<file path="config.mk">
export PLATFORM = sky130hd
export DESIGN_NAME = clk_div_pair
export DESIGN_NICKNAME = d
export VERILOG_FILES = /design/src/rtl/clk_div_pair.sv
export SDC_FILE = /design/constraint.sdc
export NUM_CORES = 1
export LEC_CHECK = 0
export CAP_MARGIN = 40
export CORE_ASPECT_RATIO = 1.1
export CORE_UTILIZATION = 59
export DETAILED_ROUTE_END_ITERATION = 6
export PLACE_DENSITY_LB_ADDON = 0.05
export REMOVE_ABC_BUFFERS = 1
export SLEW_MARGIN = 20
export SYNTH_ARGS = -nofsm -noshare
export SYNTH_HDL_FRONTEND = slang
export SYNTH_SLANG_ARGS = --single-unit
</file>
<file path="constraint.sdc">
create_clock -name clk -period 6.2 [get_ports clk]
set_input_delay 1.55 -clock clk [delete_from_list [all_inputs] [get_ports clk]]
set_output_delay 1.55 -clock clk [all_outputs]
set_load 0.05 [all_outputs]
</file>
<file path="src/rtl/clk_div_pair.sv">
// clk_div_pair
// ------------
// Programmable clock-phase generator. A base phase toggles every div_q cycles
// of clk, giving a 2*div_q cycle period. Each of the N_OUT outputs is that base
// phase XORed with its own inversion bit. A valid/ready configuration port
// loads the divisor and inversion mask. New values only take effect at a
// period boundary or while idle, so the generated clocks never glitch.
//
// Optional feature (macro CLK_DIV_PAIR_CFG_BUFFER_EN):
//   Adds a one-deep pending configuration slot. This lets a new configuration
//   be accepted while running. It is applied at the next period boundary, or
//   when the block drops back to idle. Without the macro, configuration is
//   only accepted while idle.
//
// Parameters:
//   WIDTH      width of the half-period divisor
//   N_OUT      number of generated clock outputs
//
// Ports:
//   clk        sole clock, rising edge
//   rst_n      synchronous active-low reset
//   en         run request (level)
//   cfg_valid  configuration offered
//   cfg_ready  configuration can be accepted this cycle (combinational)
//   cfg_div    half-period in clk cycles; 0 is treated as 1
//   cfg_inv    per-output inversion mask
//   div_clk    generated clocks (registered)
//   tick       one-cycle pulse in the first cycle of each high base phase
//   busy       high while not idle
module clk_div_pair #(
    parameter int WIDTH = 8,
    parameter int N_OUT = 2
) (
    input  logic             clk,
    input  logic             rst_n,
    input  logic             en,
    input  logic             cfg_valid,
    output logic             cfg_ready,
    input  logic [WIDTH-1:0] cfg_div,
    input  logic [N_OUT-1:0] cfg_inv,
    output logic [N_OUT-1:0] div_clk,
    output logic             tick,
    output logic             busy
);

    typedef enum logic [1:0] {
        IDLE,
        RUN,
        STOP
    } state_t;

    state_t             state, state_n;
    logic               phase, phase_n;
    logic [WIDTH-1:0]   cnt, cnt_n;
    logic [WIDTH-1:0]   div_q, div_n;
    logic [N_OUT-1:0]   inv_q, inv_n;
    logic               tick_n;
    logic               busy_n;
    logic [N_OUT-1:0]   div_clk_n;

    logic               accept;
    logic               last;
    logic               apply_edge;
    logic [WIDTH-1:0]   cfg_div_fix;

`ifdef CLK_DIV_PAIR_CFG_BUFFER_EN
    logic               pend_valid, pend_valid_n;
    logic [WIDTH-1:0]   pend_div, pend_div_n;
    logic [N_OUT-1:0]   pend_inv, pend_inv_n;

    // While running, the port stays open only as long as the pending slot is free.
    assign cfg_ready = (state == IDLE) || !pend_valid;
`else
    assign cfg_ready = (state == IDLE);
`endif

    assign accept      = cfg_valid && cfg_ready;
    assign cfg_div_fix = (cfg_div == '0) ? WIDTH'(1) : cfg_div;
    // div_q is never zero, so this subtraction cannot wrap.
    assign last        = (cnt == div_q - WIDTH'(1));

    // Next-state logic. apply_edge marks the edges where a new configuration
    // may become active: any accepting edge in IDLE, a period boundary
    // (phase 0->1) in RUN, and the final STOP->IDLE edge.
    always_comb begin
        state_n    = state;
        phase_n    = phase;
        cnt_n      = cnt;
        div_n      = div_q;
        inv_n      = inv_q;
        tick_n     = 1'b0;
        apply_edge = 1'b0;
`ifdef CLK_DIV_PAIR_CFG_BUFFER_EN
        pend_valid_n = pend_valid;
        pend_div_n   = pend_div;
        pend_inv_n   = pend_inv;
`endif

        case (state)
            IDLE: begin
                apply_edge = 1'b1;
                if (en) begin
                    state_n = RUN;
                    phase_n = 1'b1;
                    cnt_n   = '0;
                    tick_n  = 1'b1;
                end
            end
            RUN: begin
                if (last) begin
                    cnt_n   = '0;
                    phase_n = ~phase;
                    if (!phase) begin
                        tick_n     = 1'b1;
                        apply_edge = 1'b1;
                    end
                end else begin
                    cnt_n = cnt + WIDTH'(1);
                end
                if (!en) begin
                    state_n = STOP;
                end
            end
            STOP: begin
                // The current period is always finished. The would-be
                // boundary becomes the return to IDLE instead.
                if (last) begin
                    cnt_n = '0;
                    if (!phase) begin
                        state_n    = IDLE;
                        phase_n    = 1'b0;
                        apply_edge = 1'b1;
                    end else begin
                        phase_n = 1'b0;
                    end
                end else begin
                    cnt_n = cnt + WIDTH'(1);
                end
            end
            default: begin
                state_n = IDLE;
                phase_n = 1'b0;
                cnt_n   = '0;
            end
        endcase

        // A waiting pending config takes priority. Otherwise a transfer on an
        // apply edge is used directly. Off an apply edge, it is parked in the slot.
        if (apply_edge) begin
`ifdef CLK_DIV_PAIR_CFG_BUFFER_EN
            if (pend_valid) begin
                div_n        = pend_div;
                inv_n        = pend_inv;
                pend_valid_n = 1'b0;
            end else if (accept) begin
                div_n = cfg_div_fix;
                inv_n = cfg_inv;
            end
`else
            if (accept) begin
                div_n = cfg_div_fix;
                inv_n = cfg_inv;
            end
`endif
        end
`ifdef CLK_DIV_PAIR_CFG_BUFFER_EN
        else if (accept) begin
            pend_valid_n = 1'b1;
            pend_div_n   = cfg_div_fix;
            pend_inv_n   = cfg_inv;
        end
`endif

        // Outputs are registered from the next-state values, so they line up
        // with the state they describe.
        div_clk_n = {N_OUT{phase_n}} ^ inv_n;
        busy_n    = (state_n != IDLE);
    end

    // State register with synchronous active-low reset.
    always_ff @(posedge clk) begin
        if (!rst_n) begin
            state   <= IDLE;
            phase   <= 1'b0;
            cnt     <= '0;
            div_q   <= WIDTH'(1);
            inv_q   <= '0;
            tick    <= 1'b0;
            busy    <= 1'b0;
            div_clk <= '0;
`ifdef CLK_DIV_PAIR_CFG_BUFFER_EN
            pend_valid <= 1'b0;
            pend_div   <= WIDTH'(1);
            pend_inv   <= '0;
`endif
        end else begin
            state   <= state_n;
            phase   <= phase_n;
            cnt     <= cnt_n;
            div_q   <= div_n;
            inv_q   <= inv_n;
            tick    <= tick_n;
            busy    <= busy_n;
            div_clk <= div_clk_n;
`ifdef CLK_DIV_PAIR_CFG_BUFFER_EN
            pend_valid <= pend_valid_n;
            pend_div   <= pend_div_n;
            pend_inv   <= pend_inv_n;
`endif
        end
    end

endmodule

</file>
* Word level (Yosys, flattened, before mapping)
Index checks and enable logic that the tools add are counted.
** Cells by class
- Mux-type cells :: 20
- Reductions and logical operators :: 6
- Equal/unequal tests :: 4
- Bitwise logic cells :: 2
- Add/subtract/negate cells :: 2
** Operator list (number)
- 8-bit 2-to-1 mux :: 3
- 8-bit one-hot mux with 2 select lines :: 1
- 2-bit 2-to-1 mux :: 6
- 8-bit by 1-bit adder with 8-bit output (second input constant) :: 1
- 8-bit equality test :: 1
- 8-bit logical NOT :: 1
- 8-bit by 1-bit subtractor with 8-bit output (second input constant) :: 1
- 1-bit 2-to-1 mux :: 6
- 2-bit one-hot mux with 3 select lines :: 1
- 1-bit one-hot mux with 2 select lines :: 2
- 1-bit one-hot mux with 3 select lines :: 1
- 2-bit by 1-bit equality test with 1-bit output (second input constant) :: 1
- 2-bit equality test (second input constant) :: 1
- 2-bit logical NOT :: 1
- 2-bit != test (second input constant) :: 1
- 2-bit AND reduction :: 1
- 2-bit nonzero test :: 1
- 2-bit OR reduction :: 1
- 2-bit XOR :: 1
- 1-bit logical AND :: 1
- 1-bit NOT :: 1
** Storage, ports and cells
- Word-level logic and storage cells :: 42
- Register bits after elaboration :: 25
- Input port bits :: 14
- Output and inout port bits :: 5

* Depth between registers and ports, before layout
- Depth in word-level cells :: 6
- Depth in mapped cells :: 16
- Gate-level depth less buffers :: 14

* Worst setup path after synthesis
Ideal clock, no wire load.
- Kind :: reg-to-reg
- Start :: reg div_q[0]
- End :: reg div_clk[1]
- Library setup time :: 0.115 ns
- Path slack :: 3.269 ns
- Arrival :: 2.816 ns
- Clock period less this slack :: 2.931 ns
- Path buffers :: 2
- Stages on the path, launching flop included :: 17
- Required time :: 6.085 ns
- Cell sequence :: dfxtp_1 -> inv_1 -> ha_1 -> clkbuf_1 -> xnor3_1 -> nand4_1 -> a31oi_1 -> o211ai_2 -> buf_6 -> inv_1 -> ha_1 -> inv_1 -> a221oi_1 -> a211oi_1 -> a21oi_1 -> o22ai_1 -> and2_1
** Between the ends
- Cells in the longest elaborated chain, start to end :: 6
- Elaborated cells on any way between the ends :: 9
- Classes of those cells :: 1 x add/sub; 1 x eq/ne; 6 x mux; 1 x bitwise
** Ends and longest elaborated chain
- start, declared :: line 55 : logic [WIDTH-1:0] div_q, div_n;
- start signal, assigned :: line 200 : div_q <= div_n;
- 8-bit by 1-bit subtractor with 8-bit output * :: line 80 : assign last = (cnt == div_q - WIDTH'(1));
- 8-bit equality test * :: line 80
- 1-bit 2-to-1 mux :: line 127 : if (last) begin
- 1-bit one-hot mux with 2 select lines :: line 99 : case (state)
- 2-bit 2-to-1 mux :: line 149 : if (apply_edge) begin
- 2-bit XOR * :: line 176 : div_clk_n = {N_OUT{phase_n}} ^ inv_n;
- end signal, assigned :: line 204 : div_clk <= div_clk_n;
- end, declared :: line 41 : output logic [N_OUT-1:0] div_clk,
Mark *: on every way between the ends. The rest lies on a longest branch, timed or not.
A chain may end at the register's enable or synchronous reset.

* Worst setup path after layout
- Start :: reg state[0]
- End :: out cfg_ready
** Between the ends
- Cells in the longest elaborated chain, start to end :: 1
** Ends and longest elaborated chain
- start, declared :: line 52 : state_t state, state_n;
- start signal, assigned :: line 197 : state <= state_n;
- 2-bit logical NOT :: line 74 : assign cfg_ready = (state == IDLE);
- end, declared :: line 38 : output logic cfg_ready,
No other way between the ends.

==> qor.yml <==
path_clk_slew_ps: 140
io_buffers: 18
drv_slew: 0
worstSkewPairLatency_ps: 310
criticalPathCategory: "reg2out"
skew_ps: 5.49
multi_input_area_mm2: 0.00100
vias_per_cell: 5.86
clockRootBuffer: "clkbuf_4"
cp-end-kind: "primary output"
synthTopCellsByCount: "29 x nand2_1, 25 x dfxtp_1, 11 x inv_1"
dr.pass1.iters: 5
synth_area_mm2: 0.00159
gr-total-overflow: 0
required_ps: 4650
grt_pass1_vias: 1241
cp.arrival_ps: 2090
die_w_um: 51.6
area_growth_pct: 12.3
maxCapViolations: 0
post_cts_buffers: 0
dr.first_iter.drc_count: 39
fmax_mhz: 275
rsz0062_at_grt: "no"
synth.distinct_cells: 45
grt_start_max_net_pins: 22
num_antenna_cells: 0
start_util: 0.633
crit_family: "buffers and inverters"
dp_hpwl_um: 2440
synth_area_leaders: "dfxtp_1 31%, nand2_1 6.8%, ha_1 6.3%"
die_y_um: 56.5
crit_path_max_fanout: 13
drc: 0
die_area_mm2: 0.00291
syn-instance-count: 195
yosys_warnings: 0
ant_nets: 0
cts_hold_buf: 0
timing.final.crit_share: 0.586
maxSlewHeadroom: 0.542
drt-total-wl_um: 3160
vias: 1390
synth_edf_count: 0
cts_buffers: 3
setup_violations: 0
final_layout_size_suffix_gt1_frac: 0.0631
antenna_found_initial: 0
slowest_stage: "clkdlybuf4s50_1"
seqCellArea_um2: 500
path_buf_inv: 2
fill_cells: 229
total_power_uw: 407
grt_pass1_wl_um: 5240
hp-class: "reg2reg"
async_flop_share: 0
placed_area_mm2: 0.00176
rows: 19
grt_usage: 0.231
hold_viol: 0
ys.flop_type: "dfxtp_1"
power.density_mw_per_mm2: 227
synth.avg_cell_area_um2: 8.17
max_stage_delay_ps: 880
finalInstanceArea_mm2: 0.00179
ios: 19
worstSetupStartpointType: "flip-flop"
vdd_drop_max_mv: 0.177
p_leak_nw: 0.672
cts_resized: 0
cts_tree: "built"
yosysTopAreaCellShare: 0.314
wire_per_inst_um: 13.3
outcome: "finished clean"
yosys.area.top_type: "dfxtp_1"
globalplace.congestion: 0.846
tightest_slew_ps: 687
crit_chain: "inv_1, ha_1, clkdlybuf4s50_1"
synth.ff_latch_count: 25
core_area_mm2: 0.00252
clk_path_buf_depth: 2
fin_tns_setup_ps: 0
timing.final.crit_period_ps: 3640
seq_area_frac_synth: 0.314
cts.sinks: 25
final_nets: 229
htreeDepth: 1
yosysMostFrequentCell: "nand2_1"
state kept, by name, summed over array words and instances (netlist names):
signal / count
state: 2
div_clk: 2
phase: 1
div_q: 8
inv_q: 2
tick: 1
busy: 1
cnt: 8
final cells by class:
type,instances,share of cell area
inverter,11,0.0231
sequential,25,0.280
timing repair buffer,18,0.101
clock buffer,4,0.0147
multi-input combinational,148,0.560
tap,31,0.0217
where the power goes:
group	switching (mW)	leakage (nW)	total (mW)	internal, mW
clock network	0.0471	0.0150	0.0722	0.0251
logic	0.0861	0.452	0.147	0.0608
registers	0.0137	0.205	0.188	0.174
total	0.147	0.672	0.407	0.260
cells by family (layout without fill, tap and decap cells):
logic type               Yosys count  in the layout  synth area share
adder cells (fa/ha/maj)            8              8            0.0628
buffers and inverters             22             33            0.0565
XOR/XNOR                           9              9            0.0581
AO/OA/AOI/OAI                     54             54             0.269
flip-flops                        25             25             0.314
AND/OR/NAND/NOR                   77             77             0.239
worst paths after layout:
path / from / endpoint / slack [ps] / depth (start not counted)
worst max-delay path: state[0] / cfg_ready / 2560 / 3
worst min-delay path: inv_q[1] / inv_q[1] / 510 / 2
worst max register to register: div_q[0] / div_clk[1] / 2710 / 14
worst min register to register: inv_q[1] / inv_q[1] / 510 / 2
cell usage in the layout, fill, tap and decap left out, drive strengths merged, types with 5 or more instances in the layout:
| cell | netlist | routed |
|---|---|---|
| ha | 8 | 8 |
| clkdlybuf4s50 | 0 | 18 |
| inv | 11 | 11 |
| nand4 | 8 | 8 |
| o21ai | 7 | 7 |
| nor2b | 6 | 6 |
| nand2 | 29 | 29 |
| nand3 | 7 | 7 |
| a21oi | 5 | 5 |
| dfxtp | 25 | 25 |
| nor2 | 9 | 9 |
| xnor2 | 5 | 5 |
| a21boi | 11 | 11 |
stage by stage:
step | util | hold slack [ps] | cells | setup slack [ps]
finish | 0.711 | 512 | 237 | 2560
global route | 0.711 | 544 | 237 | 2390
CTS | 0.711 | 514 | 237 | 2560
detailed placement | 0.700 | 496 | 233 | 2700
global placement | 0.700 | 490 | 233 | 2810
floorplan | - | 455 | 184 | 3270
metal layers:
layer  GRT usage  part of all wire
met4      0.0656            0.0054
met1       0.283              0.46
met3      0.0271             0.017
met5           0                 0
met2       0.412              0.52
worst reg2reg max path, stage by stage (launching register included):
cell and delay, ps:
dfxtp_1 390, inv_1 100, ha_1 310, xnor3_1 260, nand4_1 100, a31oi_1 110, o211ai_2 520, inv_1 100
ha_1 290, inv_1 30, a221oi_1 620, a211oi_1 100, a21oi_1 190, o22ai_1 110, and2_1 160
Note: power is estimated with default switching activity, not from simulation.
